$ cat config.mk
export PLATFORM = sky130hd
export DESIGN_NAME = pipeline_hazard_ctrl
export DESIGN_NICKNAME = d
export VERILOG_FILES = /design/src/rtl/pipeline_hazard_ctrl.sv
export SDC_FILE = /design/constraint.sdc
export NUM_CORES = 1
export LEC_CHECK = 0
export CAP_MARGIN = 20
export CORE_MARGIN = 5
export CORE_UTILIZATION = 41
export DETAILED_ROUTE_END_ITERATION = 8
export PLACE_DENSITY_LB_ADDON = 0.25
export SLEW_MARGIN = 20
export SYNTH_ARGS = -nofsm -noshare
export SYNTH_HDL_FRONTEND = slang
export SYNTH_SLANG_ARGS = --single-unit
$ cat constraint.sdc
create_clock -name clk -period 2.5 [get_ports clk]
set_clock_uncertainty 0.2 [all_clocks]
set_input_delay 0.5 -clock clk [delete_from_list [all_inputs] [get_ports clk]]
set_output_delay 0.5 -clock clk [all_outputs]
set_load 0.05 [all_outputs]
$ cat src/rtl/pipeline_hazard_ctrl.sv
// Hazard control for a five-stage pipeline: operand forwarding, load-use and
// branch-compare stalls, data-memory wait stalls, a wait-timeout monitor and
// a saturating count of Decode stall cycles.
module pipeline_hazard_ctrl #(
    parameter int TIMEOUT = 15
) (
    input  logic        clk,
    input  logic        reset,
    input  logic [4:0]  rs_D,
    input  logic [4:0]  rt_D,
    input  logic [4:0]  rs_E,
    input  logic [4:0]  rt_E,
    input  logic [4:0]  writereg_E,
    input  logic [4:0]  writereg_M,
    input  logic [4:0]  writereg_W,
    input  logic        regwrite_E,
    input  logic        regwrite_M,
    input  logic        regwrite_W,
    input  logic        memtoreg_E,
    input  logic        memtoreg_M,
    input  logic        branch_D,
    input  logic        dmem_req_M,
    input  logic        dmem_ready,
    output logic        forwardA_D,
    output logic        forwardB_D,
    output logic [1:0]  forwardA_E,
    output logic [1:0]  forwardB_E,
    output logic        stall_F,
    output logic        stall_D,
    output logic        stall_E,
    output logic        stall_M,
    output logic        flush_E,
    output logic        flush_W,
    output logic        mem_timeout,
    output logic [15:0] stall_cycles
);

    // Memory-wait FSM encoding
    localparam logic [0:0] IDLE = 1'b0;
    localparam logic [0:0] WAIT = 1'b1;

    localparam logic [7:0] TIMEOUT_CNT = 8'(TIMEOUT);

    // Grouped hazard conditions, kept together for readability in waves
    typedef struct packed {
        logic lwstall;
        logic branchstall;
        logic memstall;
    } hazard_t;

    hazard_t     hz;
    logic [0:0]  state;
    logic [0:0]  state_next;
    logic [7:0]  wait_cnt;
    logic [7:0]  wait_inc;
    logic        hazard_stall;

    // Execute operand select: Memory ALU result beats Writeback result,
    // and register 0 never forwards.
    function automatic logic [1:0] fwd_sel_e(
        input logic [4:0] src,
        input logic       rw_m,
        input logic [4:0] wr_m,
        input logic       rw_w,
        input logic [4:0] wr_w
    );
        logic [1:0] sel;
        sel = 2'b00;
        if (src != 5'd0 && rw_m && src == wr_m)
            sel = 2'b10;
        else if (src != 5'd0 && rw_w && src == wr_w)
            sel = 2'b01;
        return sel;
    endfunction

    // Forwarding selects for the Execute ALU and the Decode comparator
    always_comb begin
        forwardA_E = fwd_sel_e(rs_E, regwrite_M, writereg_M, regwrite_W, writereg_W);
        forwardB_E = fwd_sel_e(rt_E, regwrite_M, writereg_M, regwrite_W, writereg_W);
        forwardA_D = (rs_D != 5'd0) && regwrite_M && (rs_D == writereg_M);
        forwardB_D = (rt_D != 5'd0) && regwrite_M && (rt_D == writereg_M);
    end

    // Hazard detection; a load into r0 produces no real dependency
    always_comb begin
        hz.lwstall     = memtoreg_E && (rt_E != 5'd0) &&
                         ((rs_D == rt_E) || (rt_D == rt_E));
        hz.branchstall = branch_D &&
                         ((regwrite_E && (writereg_E != 5'd0) &&
                           ((writereg_E == rs_D) || (writereg_E == rt_D))) ||
                          (memtoreg_M && (writereg_M != 5'd0) &&
                           ((writereg_M == rs_D) || (writereg_M == rt_D))));
        hz.memstall    = dmem_req_M && !dmem_ready;
    end

    // Stall/flush fan-out; a memory wait freezes Execute so it must not be
    // flushed, and the Decode hazard is re-judged once memory completes.
    always_comb begin
        hazard_stall = hz.lwstall || hz.branchstall;
        stall_F      = hazard_stall || hz.memstall;
        stall_D      = hazard_stall || hz.memstall;
        stall_E      = hz.memstall;
        stall_M      = hz.memstall;
        flush_W      = hz.memstall;
        flush_E      = hazard_stall && !hz.memstall;
    end

    // Next state of the memory-wait FSM
    always_comb begin
        state_next = state;
        case (state)
            IDLE:    if (hz.memstall) state_next = WAIT;
            WAIT:    if (dmem_ready || !dmem_req_M) state_next = IDLE;
            default: state_next = IDLE;
        endcase
    end

    assign wait_inc = (wait_cnt == 8'hFF) ? wait_cnt : wait_cnt + 8'd1;

    // FSM state, saturating wait counter and sticky timeout flag
    always_ff @(posedge clk) begin
        if (reset) begin
            state       <= IDLE;
            wait_cnt    <= 8'd0;
            mem_timeout <= 1'b0;
        end else begin
            state <= state_next;
            if (state == WAIT && state_next == WAIT) begin
                wait_cnt <= wait_inc;
                if (wait_inc == TIMEOUT_CNT)
                    mem_timeout <= 1'b1;
            end else begin
                wait_cnt <= 8'd0;
            end
        end
    end

    // Saturating count of cycles spent with Decode stalled
    always_ff @(posedge clk) begin
        if (reset)
            stall_cycles <= 16'd0;
        else if (stall_D && stall_cycles != 16'hFFFF)
            stall_cycles <= stall_cycles + 16'd1;
    end

endmodule

# After elaboration in Yosys (flattened, before gate mapping)
# Index checks and enable logic that the tools add are counted.
# word_totals
n_memories,0
romBits,0
latch_bits,0
elab_cells,72
regBits,26
inputBits,45
ram_bits,0
# op_classes
eq_ne,15
bitwise,2
muxes,8
add_sub_neg,2
n_reduce_logical,41
n_mul,0
n_div,0
magnitude_cmp,0
shifts,0
# op_table
op,count
5-bit equality test,12
5-bit nonzero test,6
1-bit logical AND,23
"16-bit by 1-bit adder with 16-bit output, second input constant",1
"16-bit != test, second input constant",1
"8-bit by 1-bit adder with 8-bit output, second input constant",1
"8-bit by 4-bit equality test with 1-bit output, second input constant",1
"8-bit equality test, second input constant",1
8-bit two-way mux,1
1-bit logical OR,7
1-bit two-way mux,4
2-bit two-way mux,2
1-bit zero test,3
1-bit NOT,2
1-bit one-hot mux with 2 select lines,1
2-bit AND reduction,1
2-bit OR reduction,1

# Logic depth before layout (Yosys ltp)
# depth
depth_word,8
depth_mapped,9

# Worst setup path before layout
# No wires, ideal clock.
# synth_timing
path_type,input-to-output
startpoint,input writereg_M[4]
endpoint,output forwardB_E[0]
n_path_buf,1
setup_slack_ps,-1392
required_ps,1800
arrival_ps,3192
stages,5
cell_sequence,clkbuf_1 -> xnor2_1 -> nand4_1 -> nor4_1 -> nor4_1
# synth_via
elab_chain_len,3
# synth_rtl
element,line,rtl
from (decl),14,"input logic [4:0] writereg_M,"
5-bit equality test,69,if (src != 5'd0 && rw_m && src == wr_m)
1-bit logical AND,69,
2-bit two-way mux,69,
to (decl),27,"output logic [1:0] forwardB_E,"
# No other way between the ends.

# Worst setup path after layout
# layout_timing
startpoint,input writereg_M[2]
endpoint,output stall_F
# layout_via
elab_chain_len,7
# layout_rtl
element,line,rtl
5-bit equality test or 5-bit nonzero test (tied branches),"92, 91",
1-bit logical OR or 1-bit logical AND (tied branches),"92, 91",
1-bit logical AND (*),91,(memtoreg_M && (writereg_M != 5'd0) &&
1-bit logical OR (*),90,((writereg_E == rs_D) || (writereg_E == rt_D))) ||
1-bit logical AND (*),88,hz.branchstall = branch_D &&
1-bit logical OR (*),99,hazard_stall = hz.lwstall || hz.branchstall;
1-bit logical OR (*),100,stall_F = hazard_stall || hz.memstall;
to (decl),28,"output logic stall_F,"
# Every way passes the cells marked *; elsewhere a longest branch is shown, timed or not.

==> impl_metrics.tcl <==
set metrics [dict create \
    status "finished with violations" \
    violations "negative setup slack" \
    fill_cells 314 \
    track_usage 0.206 \
    drt_wl_total_microns 7220 \
    cp-endpoint "stall_F" \
    async_flop_share 0 \
    fin_ws_ps -185 \
    setup_viol 12 \
    cp-startpoint "writereg_M[2]" \
    max-slew-margin-rel 0.616 \
    synthesis.nets 305 \
    gp_congestion 0.922 \
    die_width_microns 80.9 \
    clk_path_buf_depth 2 \
    dieArea_sq_mm 0.00654 \
    cts-root-buf "clkbuf_8" \
    grt_pass1_vias 2370 \
    r2r_setup_slack_ps 40 \
    power.density_mw_per_mm2 296 \
    swShare 0.314 \
    crit_path_start_kind "input pin" \
    yosysMostFrequentCell "xor2_1" \
    timing.fmax_ghz 0.372 \
    tightestPinTransition_ps 576 \
    synthCells 258 \
    reg2reg_to "stall_cycles[11]" \
    num_vias 2441 \
    ys_seq_elements 26 \
    report.final.slew_viol_count 0 \
    clkSlewWorstSetupHoldPaths_ps 80 \
    clk_latency_ps 270 \
    grt_pass1_wl_microns 10700 \
    dp_slack_ps -582 \
    cp-end-kind "output pin" \
    synth_edf_count 0 \
    rsz0062_at_grt "true" \
    portBuffers 73 \
    hold_viol 0 \
    synth.area.top_cells "dfxtp_1, xor2_1, xnor2_1, nor2_1, nand4_1" \
    cp.required_ps 1800 \
    seqPwrFrac 0.382 \
    synth_seq_area_share 0.253 \
    r2r_start "stall_cycles[0]" \
    io_pins 74 \
    wl_per_cell_microns 15.9 \
    drtPass1Iterations 4 \
    layout.nets 435 \
    grt_overflow 0 \
    via_per_inst 5.38 \
    worstPathMaxFanout 4 \
    clock_sinks 26 \
    yosysTopAreaCell "dfxtp_1" \
    synth_cell_types 47 \
    p_comb_frac 0.403 \
    final_antenna_net_count 0 \
    crit_type "input pin to output pin" \
    avgSynthCellArea_sq_um 7.98 \
    chipHeight_microns 80.9 \
    peakVddDrop_v 0.000171 \
    switching_power_w 0.000347 \
    cp.arrival_ps 1980 \
    worstHoldPathType "flop to flop" \
    p_leak_nw 1.46 \
    drtIter0Drc 156 \
    ys_warn_count 0 \
    reg2regPathDepth 6 \
    clkPwrFrac 0.214 \
    syn2layout_area_growth_pct 81.3 \
    period_needed_ps 2680 \
    maxCapViolations 0 \
    tns_ps -1170 \
    core_sq_mm 0.00479 \
    cts_buffers 3 \
    start_util 0.430 \
    grt_max_degree 14 \
    hold_slack_ps 279 \
    dp_hpwl_microns 4840 \
    post-route-drc-count 0 \
    synth_top_cell_area_share 0.253 \
    antenna_found_initial 1 \
    drive_gt1_frac 0.425 \
    core.rowCount 25 \
    tritoncts "yes" \
    p_int_w 0.000758 \
    synthTopCellsByCount "xor2_1, dfxtp_1, nor2_1, xnor2_1, nand2_1" \
    syn_area_sq_mm 0.00206 \
    htreeDepth 1 \
    period_share 1.07 \
    ys.flop_type "dfxtp_1" \
]
## cell type report
type / instances / area (sq um) / area share
multi-input combinational: 209 / 1710 / 0.459
antenna: 1 / 2.50 / 0.000670
tap: 67 / 83.8 / 0.0225
inverter: 4 / 15.0 / 0.00402
sequential: 26 / 520 / 0.139
timing repair buffer: 144 / 1360 / 0.364
clock buffer: 3 / 41.3 / 0.0111
## placed cells by master, fill, tap and decap left out, types with 2 or more instances in the layout
| master | n |
|---|---|
| a21oi_2 | 5 |
| buf_6 | 15 |
| mux2_4 | 5 |
| a21oi_1 | 5 |
| nor2_1 | 20 |
| a22oi_1 | 2 |
| nand2_1 | 14 |
| or4_4 | 6 |
| buf_12 | 9 |
| nand4_1 | 10 |
| and2_1 | 2 |
| o31ai_1 | 4 |
| o21ai_1 | 3 |
| clkbuf_8 | 3 |
| o21ai_0 | 8 |
| or3_1 | 5 |
| xor2_1 | 30 |
| nor3_1 | 6 |
| nor4_4 | 5 |
| clkdlybuf4s15_2 | 4 |
| xnor2_1 | 17 |
| clkdlybuf4s50_1 | 29 |
| buf_2 | 16 |
| a31oi_1 | 2 |
| nor2_4 | 5 |
| or4_1 | 2 |
| ha_1 | 2 |
| xnor2_2 | 6 |
| dfxtp_1 | 26 |
| and3_1 | 2 |
| dlygate4sd2_1 | 2 |
| nor3_4 | 3 |
| nand3_1 | 9 |
| nor2b_1 | 9 |
| buf_4 | 59 |
| buf_8 | 7 |
| inv_1 | 3 |
## worst max-delay path, stage by stage
cell,delay (ps)
buf_8,100
or4_4,520
o211ai_2,180
a21oi_2,60
buf_4,150
nor3_4,230
inv_2,90
buf_8,160
## logic make-up after synthesis
group           synth area share
simple gates               0.285
buf+inv                   0.0601
mux                       0.0340
xor+xnor                   0.230
compound gates             0.126
flops                      0.253
fa+ha+maj                 0.0121
## worst min-delay path by stage
| stage | startpoint | end | slack, ps | depth (start not counted) |
|---|---|---|---|---|
| after CTS | state | wait_cnt[0] | 280 | 2 |
| after floorplan | wait_cnt[1] | wait_cnt[1] | 310 | 2 |
| after global placement | state | wait_cnt[0] | 250 | 2 |
| after global routing | state | wait_cnt[0] | 300 | 2 |
| final | mem_timeout | mem_timeout | 280 | 2 |
| after detailed placement | state | wait_cnt[0] | 270 | 2 |
## flip-flops by register name (all words and copies together) (netlist names)
name / cells
stall_cycles: 16
wait_cnt: 8
mem_timeout: 1
state: 1
## metrics by stage
stage	util	std cells	instance area, sq um	power [W]
2_1_floorplan	-	258	2130	0.000617
3_3_place_gp	0.693	432	3320	0.000804
3_5_place_dp	0.693	432	3320	0.000811
4_1_cts	0.739	448	3540	0.00106
5_1_grt	0.780	454	3730	0.00115
6_report	0.780	454	3730	0.00111
## power groups by stage
stage	logic (W)	registers [W]	clock network, W
2_1_floorplan	0.000176	0.000442	0
6_report	0.000446	0.000423	0.000237
4_1_cts	0.000405	0.000422	0.000234
3_3_place_gp	0.000373	0.000431	0
5_1_grt	0.000471	0.000423	0.000252
3_5_place_dp	0.000379	0.000432	0
## metal layers
| metal | global-route usage | part of all wire |
|---|---|---|
| met2 | 0.381 | 0.52 |
| met1 | 0.228 | 0.39 |
| met5 | 0 | 0 |
| met4 | 0.105 | 0.026 |
| met3 | 0.0288 | 0.056 |
## what timing repair did
item                       in CTS  in global routing
setup endpoints to repair      25                 24
pin swaps                      31                 44
resized for setup             145                 48
hold buffers                    0                  0
buffers inserted               13                  7
Power figures use the tool's default switching activity.
